File: config.mk
export PLATFORM = sky130hd
export DESIGN_NAME = fx2_bus_arbiter_flat
export DESIGN_NICKNAME = d
export VERILOG_FILES = /design/src/rtl/fx2_arb_pkg.sv /design/src/rtl/fx2_bus_arbiter_if.sv /design/src/rtl/fx2_arb_timer.sv /design/src/rtl/fx2_bus_arbiter.sv /design/src/flat_wrapper.sv
export SDC_FILE = /design/constraint.sdc
export NUM_CORES = 1
export LEC_CHECK = 0
export CAP_MARGIN = 20
export CELL_PAD_IN_SITES_DETAIL_PLACEMENT = 2
export CELL_PAD_IN_SITES_GLOBAL_PLACEMENT = 2
export CORE_AREA = 2 2 74 76
export CTS_BUF_LIST = sky130_fd_sc_hd__clkbuf_8 sky130_fd_sc_hd__clkbuf_16
export CTS_CLUSTER_SIZE = 10
export DETAILED_ROUTE_END_ITERATION = 8
export DIE_AREA = 0 0 76 78
export HOLD_SLACK_MARGIN = 0.02
export PLACE_DENSITY = 0.94
export SLEW_MARGIN = 25
export SYNTH_ARGS = -nofsm -noshare
export SYNTH_HDL_FRONTEND = slang
export SYNTH_SLANG_ARGS = --single-unit
File: constraint.sdc
create_clock -name clk -period 4.5 [get_ports clk]
set_clock_uncertainty 0.2 [all_clocks]
set_input_delay 0.9 -clock clk [delete_from_list [all_inputs] [get_ports clk]]
set_output_delay 0.9 -clock clk [all_outputs]
set_load 0.03 [all_outputs]
File: src/rtl/fx2_arb_pkg.sv
// rtl/fx2_arb_pkg.sv - state encoding and default timing constants for the FX2 bus arbiter
package fx2_arb_pkg;

  localparam int ARB_STATE_W     = 3;
  localparam int TIMER_W         = 16;
  localparam int TURN_CYCLES_DEF = 4;
  localparam int TX_HOLD_DEF     = 4096;

  typedef enum logic [ARB_STATE_W-1:0] {
    ARB_TURN_RX  = 3'd0,
    ARB_RX       = 3'd1,
    ARB_RX_DRAIN = 3'd2,
    ARB_TURN_TX  = 3'd3,
    ARB_TX       = 3'd4,
    ARB_TX_DRAIN = 3'd5
  } arb_state_e;

endpackage

File: src/rtl/fx2_bus_arbiter_if.sv
// rtl/fx2_bus_arbiter_if.sv - request/grant bundle between the arbiter and the EP2/EP6 engines
interface fx2_bus_arbiter_if;
  import fx2_arb_pkg::*;

  logic                   upload_req;
  logic                   tx_fifo_empty;
  logic                   tx_busy;
  logic                   rx_busy;
  logic                   fx2_flagb;
  logic                   rx_grant;
  logic                   tx_grant;
  logic                   bus_oe;
  logic                   mux_sel;
  logic                   cmd_waiting;
  logic [ARB_STATE_W-1:0] arb_state;

  modport master (
    input  upload_req, tx_fifo_empty, tx_busy, rx_busy, fx2_flagb,
    output rx_grant, tx_grant, bus_oe, mux_sel, cmd_waiting, arb_state
  );

  modport slave (
    output upload_req, tx_fifo_empty, tx_busy, rx_busy, fx2_flagb,
    input  rx_grant, tx_grant, bus_oe, mux_sel, cmd_waiting, arb_state
  );

endinterface

File: src/rtl/fx2_arb_timer.sv
// rtl/fx2_arb_timer.sv - 16-bit loadable down counter that saturates at zero
module fx2_arb_timer
  import fx2_arb_pkg::*;
#(
  parameter logic [TIMER_W-1:0] RESET_VAL = '0
) (
  input  logic               clk,
  input  logic               reset_n,
  input  logic               load,
  input  logic [TIMER_W-1:0] load_val,
  input  logic               dec,
  output logic               zero
);

  logic [TIMER_W-1:0] count_q;
  logic [TIMER_W-1:0] count_d;

  always_comb begin
    count_d = count_q;
    if (load) begin
      count_d = load_val;
    end else if (dec && (count_q != '0)) begin
      count_d = count_q - 1'b1;
    end
  end

  always_ff @(posedge clk) begin
    if (!reset_n) begin
      count_q <= RESET_VAL;
    end else begin
      count_q <= count_d;
    end
  end

  assign zero = (count_q == '0);

endmodule

File: src/rtl/fx2_bus_arbiter.sv
// rtl/fx2_bus_arbiter.sv - registered owner sequencing of the FX2 Slave-FIFO bus (EP2 read / EP6 write)
module fx2_bus_arbiter
  import fx2_arb_pkg::*;
#(
  parameter int TURN_CYCLES = TURN_CYCLES_DEF,
  parameter int TX_HOLD     = TX_HOLD_DEF
) (
  input  logic               clk,
  input  logic               reset_n,
  fx2_bus_arbiter_if.master  bus
);

  localparam logic [ARB_STATE_W-1:0] ST_TURN_RX  = ARB_TURN_RX;
  localparam logic [ARB_STATE_W-1:0] ST_RX       = ARB_RX;
  localparam logic [ARB_STATE_W-1:0] ST_RX_DRAIN = ARB_RX_DRAIN;
  localparam logic [ARB_STATE_W-1:0] ST_TURN_TX  = ARB_TURN_TX;
  localparam logic [ARB_STATE_W-1:0] ST_TX       = ARB_TX;
  localparam logic [ARB_STATE_W-1:0] ST_TX_DRAIN = ARB_TX_DRAIN;

  // The turn timer is reloaded one short so a turnaround state lasts exactly TURN_CYCLES clocks.
  localparam logic [TIMER_W-1:0] TURN_RST  = TIMER_W'(TURN_CYCLES);
  localparam logic [TIMER_W-1:0] TURN_LOAD = TIMER_W'(TURN_CYCLES - 1);
  localparam logic [TIMER_W-1:0] HOLD_LOAD = TIMER_W'(TX_HOLD);

  logic [ARB_STATE_W-1:0] state_q, state_d;
  logic rx_grant_q, rx_grant_d;
  logic tx_grant_q, tx_grant_d;
  logic bus_oe_q, bus_oe_d;
  logic mux_sel_q, mux_sel_d;
  logic cmd_waiting_q, cmd_waiting_d;

  logic turn_active, turn_zero;
  logic hold_dec, hold_load, hold_zero;

  assign turn_active = (state_q == ST_TURN_RX) || (state_q == ST_TURN_TX);
  assign hold_load   = (state_q != ST_TX);
  assign hold_dec    = (state_q == ST_TX) && cmd_waiting_q;

  fx2_arb_timer #(.RESET_VAL(TURN_RST)) u_turn_timer (
    .clk      (clk),
    .reset_n  (reset_n),
    .load     (!turn_active),
    .load_val (TURN_LOAD),
    .dec      (turn_active),
    .zero     (turn_zero)
  );

  fx2_arb_timer #(.RESET_VAL(HOLD_LOAD)) u_hold_timer (
    .clk      (clk),
    .reset_n  (reset_n),
    .load     (hold_load),
    .load_val (HOLD_LOAD),
    .dec      (hold_dec),
    .zero     (hold_zero)
  );

  always_comb begin
    state_d = state_q;
    case (state_q)
      ST_TURN_RX:  if (turn_zero) state_d = ST_RX;
      ST_RX:       if (bus.upload_req && !bus.tx_fifo_empty) state_d = ST_RX_DRAIN;
      ST_RX_DRAIN: if (!bus.rx_busy) state_d = ST_TURN_TX;
      ST_TURN_TX:  if (turn_zero) state_d = ST_TX;
      ST_TX: begin
        if ((!bus.upload_req && bus.tx_fifo_empty) || hold_zero) state_d = ST_TX_DRAIN;
      end
      ST_TX_DRAIN: if (!bus.tx_busy) state_d = ST_TURN_RX;
      default:     state_d = ST_TURN_RX;
    endcase
  end

  // Outputs are decoded from the next state so they land on the same edge as the state register.
  always_comb begin
    rx_grant_d    = (state_d == ST_RX);
    tx_grant_d    = (state_d == ST_TX);
    bus_oe_d      = (state_d == ST_TX) || (state_d == ST_TX_DRAIN);
    mux_sel_d     = (state_d == ST_TURN_TX) || (state_d == ST_TX) || (state_d == ST_TX_DRAIN);
    cmd_waiting_d = cmd_waiting_q;
    if (state_d == ST_RX) begin
      cmd_waiting_d = 1'b0;
    end else if ((state_q == ST_TX) && bus.fx2_flagb) begin
      cmd_waiting_d = 1'b1;
    end
  end

  always_ff @(posedge clk) begin
    if (!reset_n) begin
      state_q       <= ST_TURN_RX;
      rx_grant_q    <= 1'b0;
      tx_grant_q    <= 1'b0;
      bus_oe_q      <= 1'b0;
      mux_sel_q     <= 1'b0;
      cmd_waiting_q <= 1'b0;
    end else begin
      state_q       <= state_d;
      rx_grant_q    <= rx_grant_d;
      tx_grant_q    <= tx_grant_d;
      bus_oe_q      <= bus_oe_d;
      mux_sel_q     <= mux_sel_d;
      cmd_waiting_q <= cmd_waiting_d;
    end
  end

  assign bus.rx_grant    = rx_grant_q;
  assign bus.tx_grant    = tx_grant_q;
  assign bus.bus_oe      = bus_oe_q;
  assign bus.mux_sel     = mux_sel_q;
  assign bus.cmd_waiting = cmd_waiting_q;
  assign bus.arb_state   = state_q;

endmodule
File: src/flat_wrapper.sv
// flat-port wrapper written by rule: the top's interface ports become plain ports
module fx2_bus_arbiter_flat import fx2_arb_pkg::*;
#(
  parameter int TURN_CYCLES = TURN_CYCLES_DEF,
  parameter int TX_HOLD     = TX_HOLD_DEF
)
  (clk, reset_n, bus_upload_req, bus_tx_fifo_empty, bus_tx_busy, bus_rx_busy, bus_fx2_flagb, bus_rx_grant, bus_tx_grant, bus_bus_oe, bus_mux_sel, bus_cmd_waiting, bus_arb_state);
  fx2_bus_arbiter_if bus_i ();
  input  logic clk;
  input  logic reset_n;
  input wire logic [$bits(bus_i.upload_req)-1:0] bus_upload_req;
  input wire logic [$bits(bus_i.tx_fifo_empty)-1:0] bus_tx_fifo_empty;
  input wire logic [$bits(bus_i.tx_busy)-1:0] bus_tx_busy;
  input wire logic [$bits(bus_i.rx_busy)-1:0] bus_rx_busy;
  input wire logic [$bits(bus_i.fx2_flagb)-1:0] bus_fx2_flagb;
  output wire logic [$bits(bus_i.rx_grant)-1:0] bus_rx_grant;
  output wire logic [$bits(bus_i.tx_grant)-1:0] bus_tx_grant;
  output wire logic [$bits(bus_i.bus_oe)-1:0] bus_bus_oe;
  output wire logic [$bits(bus_i.mux_sel)-1:0] bus_mux_sel;
  output wire logic [$bits(bus_i.cmd_waiting)-1:0] bus_cmd_waiting;
  output wire logic [$bits(bus_i.arb_state)-1:0] bus_arb_state;
  assign bus_i.upload_req = bus_upload_req;
  assign bus_i.tx_fifo_empty = bus_tx_fifo_empty;
  assign bus_i.tx_busy = bus_tx_busy;
  assign bus_i.rx_busy = bus_rx_busy;
  assign bus_i.fx2_flagb = bus_fx2_flagb;
  assign bus_rx_grant = bus_i.rx_grant;
  assign bus_tx_grant = bus_i.tx_grant;
  assign bus_bus_oe = bus_i.bus_oe;
  assign bus_mux_sel = bus_i.mux_sel;
  assign bus_cmd_waiting = bus_i.cmd_waiting;
  assign bus_arb_state = bus_i.arb_state;
  fx2_bus_arbiter #(.TURN_CYCLES(TURN_CYCLES), .TX_HOLD(TX_HOLD)) u_core (.clk(clk), .reset_n(reset_n), .bus(bus_i));
endmodule
==> results of run 1 <==
-- cells by family (layout without fill, tap and decap cells) --
| group | Yosys count | after routing | synth area share |
|---|---|---|---|
| adder cells (fa/ha/maj) | 4 | 4 | 0.0257 |
| XOR/XNOR | 16 | 16 | 0.0718 |
| flip-flops | 40 | 40 | 0.411 |
| multiplexers | 1 | 1 | 0.00513 |
| buffers and inverters | 13 | 27 | 0.0346 |
| AND/OR/NAND/NOR | 94 | 94 | 0.296 |
| AO/OA/AOI/OAI | 46 | 46 | 0.156 |
-- placed cells by master (no fill, tap or decap), types with 2 or more instances in the layout --
cell,count
inv_1,7
o2111ai_1,2
clkdlybuf4s50_1,14
nand3_1,5
dfxtp_1,40
o211ai_1,4
and2_1,3
o41ai_1,2
nor4_1,7
nor2_1,20
a211oi_1,2
nor3_1,3
nand2b_1,4
clkbuf_8,5
nand2_1,10
nor3b_1,2
o21ai_0,8
or4_1,10
nor4_2,2
nand4_1,5
or3_1,7
xnor2_1,5
ha_1,4
o31ai_1,4
or4_4,2
and3_1,3
nor2b_1,2
a21oi_1,14
xor2_1,11
-- power groups by stage --
stage                     registers (mW)  clock network [mW]  logic [mW]
after CTS                          0.517               0.233       0.558
after global routing               0.531               0.250       0.605
after detailed placement           0.524                   0       0.553
after floorplan                    0.504                   0       0.439
after global placement             0.513                   0       0.499
final                              0.519               0.224       0.552
-- critical path, delay by kind of cell --
family	cells	cell delay [ns]
AND/OR/NAND/NOR	2	0.91
buffers and inverters	2	0.78
AO/OA/AOI/OAI	1	0.34
-- flip-flops by register name, summed over array words and instances, names as in the netlist --
register,count
u_core.u_hold_timer.count_q,16
u_core.u_turn_timer.count_q,16
u_core.bus.arb_state,3
u_core.bus.bus_oe,1
u_core.bus.cmd_waiting,1
u_core.bus.mux_sel,1
u_core.bus.rx_grant,1
u_core.bus.tx_grant,1
-- area by class of cell --
class,instances,share of cell area
multi-input cells,161,0.490
clock inverters,2,0.00396
inverters,6,0.0102
repair buffers,14,0.0634
clock buffers,5,0.0311
flip-flops and latches,40,0.362
well taps,70,0.0396
-- per-layer routing --
metal	wire length (um)	vias to the layer above	track usage
met2	3010	25	0.380
li1	-	824	-
met1	2320	844	0.224
met5	0	-	0
met3	148	4	0.0419
met4	49	0	0.0655
-- how the worst max path moves through the flow --
stage                                     endpoint  depth (start not counted)
floorplan           u_core.u_turn_timer.count_q[5]                          8
global placement    u_core.u_hold_timer.count_q[4]                          5
detailed placement  u_core.u_hold_timer.count_q[4]                          5
CTS                 u_core.u_hold_timer.count_q[4]                          5
global route        u_core.u_hold_timer.count_q[4]                          5
finish              u_core.u_hold_timer.count_q[4]                          5
-- per-stage QoR --
stage | setup slack, ns | hold WS [ns]
floorplan | 2.09 | 0.242
global placement | 1.54 | 0.250
detailed placement | 1.24 | 0.262
CTS | 1.52 | 0.273
global route | 1.36 | 0.294
finish | 1.53 | 0.271
==> reports/qor.yml, run 1 <==
outcome: "finished clean"
r2r-end: "u_core.bus.mux_sel"
crit_required_ns: 4.47
intPower_uw: 745
swShare: 0.425
synth_area_leader_cell: "dfxtp_1"
path_class: "input pin to flop"
viasPerCell: 5.69
cts.sinks: 40
ant_nets: 0
drt_first_pass_iters: 4
drive_gt1_frac: 0.0746
clk_pin_slew_ns: 0.08
leakage_nw: 0.773
start_kind: "input pin"
wl_per_cell_um: 18.6
fmax_mhz: 336
stdcell_area_sq_mm: 0.00221
synth-main-ff-cell: "dfxtp_1"
worstHoldEndpoint: "u_core.u_hold_timer.count_q[9]"
placed_area_sq_mm: 0.00213
fin_setup_tns_ns: 0
critPathMaxStageDelay_ns: 0.78
cts_tree: "done"
nFillCells: 553
final_nets: 239
gr-usage-all-layers: 0.201
clock-root-buffer: "clkbuf_8"
multiInputGateArea_sq_mm: 0.00108
synthTopCellsByArea: "dfxtp_1 (41%), xor2_1 (4.9%), nor2_1 (3.8%), or4_1 (3.8%), a21oi_1 (3.6%)"
drt_iter0_drc: 89
synth_cell_types: 50
clkLatencyLatePin_ns: 0.29
synth_edf_count: 0
end_kind: "flop"
dieHeight_um: 78
rsz0062_at_grt: "no"
vias: 1697
synth_top_area_share: 0.411
finalMaxSlewViolations: 0
maxCapViolations: 0
drc_errors: 0
grt_max_degree: 15
numCtsBuffers: 5
synth_fp_nets: 225
gp_congestion: 0.785
combinationalPowerShare: 0.426
p_per_area_mw_per_mm2: 586
syn_to_final_growth_pct: 13.3
slowest_stage: "nor4_1"
dieArea_sq_mm: 0.00593
finalCoreUtilization: 0.438
grt_overflow_total: 0
antennaDiodeCount: 0
io_pins: 15
seqPwrFrac: 0.400
hold_start: "u_core.u_hold_timer.count_q[9]"
ys_ff_latch: 40
min_period_over_period: 0.661
worst-slew-pin-transition_ns: 0.996
layout.cells.non_filler: 298
syn_area_sq_mm: 0.00195
wl_mm: 5.53
regArea_sq_um: 801
synth_warnings: 0
clockBufferDepth: 2
placed_cells: 291
p_switching_uw: 550
yosysSeqAreaShare: 0.411
post_cts_buffers: 0
setup_violations: 0
fp.dieW_um: 76
rows: 26
slew_headroom: 0.330
crit_chain: "clkdlybuf4s50_1 -> inv_1 -> nor4_1 -> nand2b_1 -> o41ai_1"
rr_startpoint: "u_core.u_turn_timer.count_q[7]"
worstHoldPathCells: 2
synth_common_cells: "dfxtp_1 (40), nor2_1 (20), a21oi_1 (14)"
clockPowerShare: 0.173
dp_hpwl_mm: 4.24
path_max_fanout: 9
grt_pass1_wl_mm: 9.40
synth_area_per_cell_sq_um: 9.12
r2r_setup_slack_ns: 1.74
grt_pass1_vias: 1818
portBuffers: 14
final-hold-violation-count: 0
synthCells: 214
cp.arrival_ns: 2.94
core_area_sq_mm: 0.00504
fin_crit_ns: 2.97
antenna_found_initial: 0
vdd_ir_drop_max_mv: 0.221
cts_resized: 0
initial_core_util: 0.387
r2r_cells: 5
htree_levels: 2
hp-class: "flop to flop"
power_mw: 1.29
startpoint: "reset_n"
yosysMostFrequentCell: "dfxtp_1"
cts_hold_buf: 0
async_flop_share: 0
Note: power is estimated with default switching activity, not from simulation.
==> inputs of run 2 (changes only) <==
--- a/config.mk
+++ b/config.mk
@@ -8,13 +8,13 @@
 export CAP_MARGIN = 20
 export CELL_PAD_IN_SITES_DETAIL_PLACEMENT = 2
 export CELL_PAD_IN_SITES_GLOBAL_PLACEMENT = 2
-export CORE_AREA = 2 2 74 76
+export CORE_AREA = 2 2 77 79
 export CTS_BUF_LIST = sky130_fd_sc_hd__clkbuf_8 sky130_fd_sc_hd__clkbuf_16
 export CTS_CLUSTER_SIZE = 10
 export DETAILED_ROUTE_END_ITERATION = 8
-export DIE_AREA = 0 0 76 78
+export DIE_AREA = 0 0 79 81
 export HOLD_SLACK_MARGIN = 0.02
-export PLACE_DENSITY = 0.94
+export PLACE_DENSITY = 0.89
 export SLEW_MARGIN = 25
 export SYNTH_ARGS = -nofsm -noshare
 export SYNTH_HDL_FRONTEND = slang
==> constraint.sdc (replaced) <==
create_clock -name clk -period 3.05 [get_ports clk]
set_clock_uncertainty 0.2 [all_clocks]
set_input_delay 0.61 -clock clk [delete_from_list [all_inputs] [get_ports clk]]
set_output_delay 0.61 -clock clk [all_outputs]
set_load 0.03 [all_outputs]
==> run 2 against run 1 <==
Sequential cell count unchanged. Highest routed layer unchanged. Wire length is 2.8% lower. Cell count up 3.7%. Setup slack worse by 1.1 ns.
==> reports/qor.yml, run 2 (synthesis gave the netlist of run 1 again) <==
outcome: "finished clean"
wl_mm: 5.38  # -2.8%
cts_hold_buf: 0  # unchanged
numCtsBuffers: 5  # unchanged
drive_gt1_frac: 0.0983  # +0.0237
io_pins: 15  # unchanged
drt_iter0_drc: 37  # -58%
setup_violations: 0  # unchanged
path_max_fanout: 10  # +1
clkLatencyLatePin_ns: 0.30  # about the same
drc_errors: 0  # unchanged
grt_overflow_total: 0  # unchanged
rows: 28  # +7.7%
leakage_nw: 0.811  # +5.0%
final_nets: 244  # +2.1%
hp-class: "flop to flop"
syn_to_final_growth_pct: 17.1
cts_resized: 0  # unchanged
stdcell_area_sq_mm: 0.00228  # +3.3%
clock-root-buffer: "clkbuf_8"
nFillCells: 622  # +12%
dp_hpwl_mm: 3.97  # -6.4%
final_common_cell: "dfxtp_1"
power_mw: 1.98  # +53%
fin_crit_ns: 2.65
end_kind: "flop"
clockBufferDepth: 2  # unchanged
placed_area_sq_mm: 0.00218  # +2.1%
fp.dieW_um: 79  # +3.9%
start_kind: "flop"
antenna_found_initial: 0  # unchanged
viasPerCell: 5.54  # -2.7%
clk_pin_slew_ns: 0.09  # about the same
dieHeight_um: 81  # +3.8%
finalMaxSlewViolations: 0  # unchanged
initial_core_util: 0.344  # -0.0432
final-hold-violation-count: 0  # unchanged
worst-slew-pin-transition_ns: 0.537  # -0.459 ns
htree_levels: 2  # unchanged
ant_nets: 0  # unchanged
wl_per_cell_um: 17.4  # -6.2%
grt_pass1_wl_mm: 9.20  # -2.2%
vdd_ir_drop_max_mv: 0.346  # +56%
path_class: "flop to flop"
gr-usage-all-layers: 0.183  # -0.0174
layout_common_cells: "dfxtp_1 (40), nor2_1 (20), a21oi_1 (14), clkdlybuf4s50_1 (14), xor2_1 (11)"
cts_tree: "done"
cts.sinks: 40  # unchanged
antennaDiodeCount: 0  # unchanged
dieArea_sq_mm: 0.00640  # +7.9%
portBuffers: 14  # unchanged
vias: 1712  # +0.88%
post_cts_buffers: 0  # unchanged
core_area_sq_mm: 0.00568  # +13%
min_period_over_period: 0.869
grt_pass1_vias: 1896  # +4.3%
rsz0062_at_grt: "no"
fin_setup_tns_ns: 0  # unchanged
hold_ws_ns: 0.274  # +0.00302 ns
slew_headroom: 0.640  # +0.311
gp_congestion: 0.756  # -3.7%
multiInputGateArea_sq_mm: 0.00108  # unchanged
cp.arrival_ns: 2.65  # -0.29 ns
p_per_area_mw_per_mm2: 865  # +48%
regArea_sq_um: 801  # unchanged
crit_required_ns: 3.04  # -1.43 ns
grt_max_degree: 15  # unchanged
maxCapViolations: 0  # unchanged
fmax_mhz: 377
drt_first_pass_iters: 4  # unchanged
[run 2: changes by cell type in the layout (fill, tap and decap cells not counted), sizes merged]
cell    previous run  this run
buf                0         5
bufinv             0         1
[run 2: final timing paths]
path                                  startpoint                             end  slack (ns)  depth (start not counted)
setup reg to reg  u_core.u_turn_timer.count_q[7]              u_core.bus.mux_sel        0.40                          5
hold / removal    u_core.u_hold_timer.count_q[9]  u_core.u_hold_timer.count_q[9]        0.27                          2
hold reg to reg   u_core.u_hold_timer.count_q[9]  u_core.u_hold_timer.count_q[9]        0.27                          2
setup / recovery  u_core.u_turn_timer.count_q[7]              u_core.bus.mux_sel        0.40                          5
[run 2: routing by layer]
metal,wire [um],global-route usage
met4,115,0.0845
met2,2620,0.321
met3,115,0.0356
met1,2530,0.217
met5,0,0
[run 2: power breakdown]
| group | total, mW | leakage (nW) | internal, mW | switching, mW |
|---|---|---|---|---|
| Clock | 0.433 | 0.0593 | 0.240 | 0.193 |
| Combinational | 0.810 | 0.428 | 0.324 | 0.486 |
| Sequential | 0.734 | 0.324 | 0.633 | 0.101 |
[run 2: cell type report]
type | count | area share
well taps | 75 | 0.0411
flip-flops and latches | 40 | 0.350
inverters | 6 | 0.00986
clock buffers | 5 | 0.0301
multi-input cells | 161 | 0.474
repair buffers | 19 | 0.0778
clock inverters | 3 | 0.0170
[run 2: worst max-delay path, stage by stage (launching register included)]
cell,delay (ns)
dfxtp_1,0.37
or4_1,0.73
nor4_4,0.46
o221ai_1,0.16
a311o_2,0.39
a41o_1,0.24
[run 2: metrics by stage]
step / utilization / instances / setup slack (ns)
final: 0.403 / 309 / 0.398
after global routing: 0.403 / 309 / 0.276
after CTS: 0.403 / 309 / 0.388
after detailed placement: 0.384 / 301 / 0.412
after global placement: 0.384 / 301 / 0.481
after floorplan: - / 214 / 0.640
==> inputs of run 3 (changes only) <==
--- a/config.mk
+++ b/config.mk
@@ -6,7 +6,7 @@
 export NUM_CORES = 1
 export LEC_CHECK = 0
 export CAP_MARGIN = 20
-export CELL_PAD_IN_SITES_DETAIL_PLACEMENT = 2
+export CELL_PAD_IN_SITES_DETAIL_PLACEMENT = 0
 export CELL_PAD_IN_SITES_GLOBAL_PLACEMENT = 2
 export CORE_AREA = 2 2 77 79
 export CTS_BUF_LIST = sky130_fd_sc_hd__clkbuf_8 sky130_fd_sc_hd__clkbuf_16
==> run 3 against run 2 <==
Count of clock-buffer cells in the layout stayed put. Critical path depth stayed put. Clock power is 3% lower. Total power is 3.3% lower. Largest cell class unchanged. Largest power group unchanged.
==> reports/qor.yml, run 3 (synthesis gave the netlist of run 1 again) <==
fmax_mhz: 380  # +0.70%
crit_chain: "or4_1 -> nor4_4 -> o221ai_1 -> a311o_2 -> a41o_1"
hp-class: "flop to flop"
pre_cts_ws_ns: 0.424  # +0.0119 ns
vias: 1625  # -5.1%
grt_pass1_wl_mm: 6.91  # -25%
final.setup.worst_slack_ns: 0.417  # +0.0184 ns
leakage_nw: 0.811  # unchanged
vdd_ir_drop_max_mv: 0.335  # -3.0%
dieArea_sq_mm: 0.00640  # unchanged
antenna_found_initial: 0  # unchanged
core_area_sq_mm: 0.00568  # unchanged
portBuffers: 14  # unchanged
nFillCells: 592  # -4.8%
finalMaxSlewViolations: 0  # unchanged
intPower_mw: 1.19  # -0.23%
cts.sinks: 40  # unchanged
setup_violations: 0  # unchanged
cp.arrival_ns: 2.62  # -0.03 ns
start_kind: "flop"
dieHeight_um: 81  # unchanged
numCtsBuffers: 5  # unchanged
min_period_over_period: 0.863  # -0.00602
clock-root-buffer: "clkbuf_8"
grt_overflow_total: 0  # unchanged
wl_per_cell_um: 12.9  # -26%
gr-usage-all-layers: 0.133  # -0.0502
drt_first_pass_iters: 4  # unchanged
rsz0062_at_grt: "no"
clockBufferDepth: 2  # unchanged
clockPowerShare: 0.220  # about the same
htree_levels: 2  # unchanged
cts_resized: 0  # unchanged
layout_common_cells: "dfxtp_1 (40), nor2_1 (20), a21oi_1 (14), clkdlybuf4s50_1 (14), xor2_1 (11)"
swShare: 0.375  # -0.0191
p_switching_uw: 717  # -8.0%
slew_headroom: 0.672  # +0.0317
wl_mm: 4.00  # -26%
drive_gt1_frac: 0.0983  # unchanged
fin_crit_ns: 2.63  # -0.0184 ns
path_class: "flop to flop"
gp_congestion: 0.756  # unchanged
r2r_setup_slack_ns: 0.42  # +0.02 ns
viasPerCell: 5.26  # -5.1%
final_common_cell: "dfxtp_1"
slowest_stage: "or4_1"
p_per_area_mw_per_mm2: 836  # -3.3%
combinationalPowerShare: 0.402  # -0.008
maxCapViolations: 0  # unchanged
worst-slew-pin-transition_ns: 0.490  # -0.0473 ns
rows: 28  # unchanged
grt_pass1_vias: 1509  # -20%
crit_family: "simple AND/OR/NAND/NOR gates"
ant_nets: 0  # unchanged
drt_iter0_drc: 98  # +160%
cp.buffers_inverters: 0  # unchanged
clk_pin_slew_ns: 0.08  # about the same
grt_max_degree: 15  # unchanged
cts_tree: "done"
clkLatencyLatePin_ns: 0.29  # about the same
critPathMaxStageDelay_ns: 0.72  # about the same
post_cts_buffers: 0  # unchanged
fp.dieW_um: 79  # unchanged
drc_errors: 0  # unchanged
final-hold-violation-count: 0  # unchanged
initial_core_util: 0.344  # unchanged
outcome: "finished clean"
end_kind: "flop"
crit_required_ns: 3.04  # about the same
dp_hpwl_mm: 2.82  # -29%
seqPwrFrac: 0.378  # +0.007
syn_to_final_growth_pct: 17.1  # unchanged
path_max_fanout: 10  # unchanged
final_nets: 244  # unchanged
io_pins: 15  # unchanged
antennaDiodeCount: 0  # unchanged
cts_hold_buf: 0  # unchanged
fin_setup_tns_ns: 0  # unchanged
[run 3: cell counts in the layout (fill, tap and decap cells not counted)]
No cell type changed its count.
[run 3: layer usage]
layer,GRT usage,up-vias,routed length (um)
li1,-,839,-
met1,0.179,756,1980
met2,0.208,25,1820
met3,0.0244,5,145
met4,0.0621,0,53
met5,0,-,0
[run 3: layout make-up]
cell class,count,area (sq um),share of cell area
inverters,6,22.5,0.00986
clock inverters,3,38.8,0.0170
multi-input cells,161,1080,0.474
clock buffers,5,68.8,0.0301
flip-flops and latches,40,801,0.350
well taps,75,93.8,0.0411
repair buffers,19,178,0.0778
[run 3: final timing paths]
kind	startpoint	end	cells after the start
worst min-delay path	u_core.u_hold_timer.count_q[9]	u_core.u_hold_timer.count_q[9]	2
worst max-delay path	u_core.u_turn_timer.count_q[7]	u_core.bus.mux_sel	5
worst max register to register	u_core.u_turn_timer.count_q[7]	u_core.bus.mux_sel	5
worst min register to register	u_core.u_hold_timer.count_q[9]	u_core.u_hold_timer.count_q[9]	2
[run 3: worst min-delay path: stages (launching register included)]
cell,delay (ns)
dfxtp_1,0.31
o41ai_1,0.06
a21oi_1,0.06
[run 3: stage by stage]
step / cells / util / hold slack, ns / area (sq um) / total power [mW]
2_1_floorplan: 214 / - / 0.242 / 1950 / 1.39
3_3_place_gp: 301 / 0.384 / 0.254 / 2180 / 1.51
3_5_place_dp: 301 / 0.384 / 0.255 / 2180 / 1.51
4_1_cts: 309 / 0.403 / 0.265 / 2280 / 1.93
5_1_grt: 309 / 0.403 / 0.312 / 2280 / 2.06
6_report: 309 / 0.403 / 0.271 / 2280 / 1.91
[run 3: power by group through the flow]
| stage | clock network (mW) | registers [mW] | logic, mW |
|---|---|---|---|
| after floorplan | 0 | 0.744 | 0.648 |
| after global placement | 0 | 0.735 | 0.773 |
| after detailed placement | 0 | 0.735 | 0.771 |
| after CTS | 0.434 | 0.723 | 0.776 |
| after global routing | 0.461 | 0.737 | 0.862 |
| final | 0.421 | 0.722 | 0.768 |
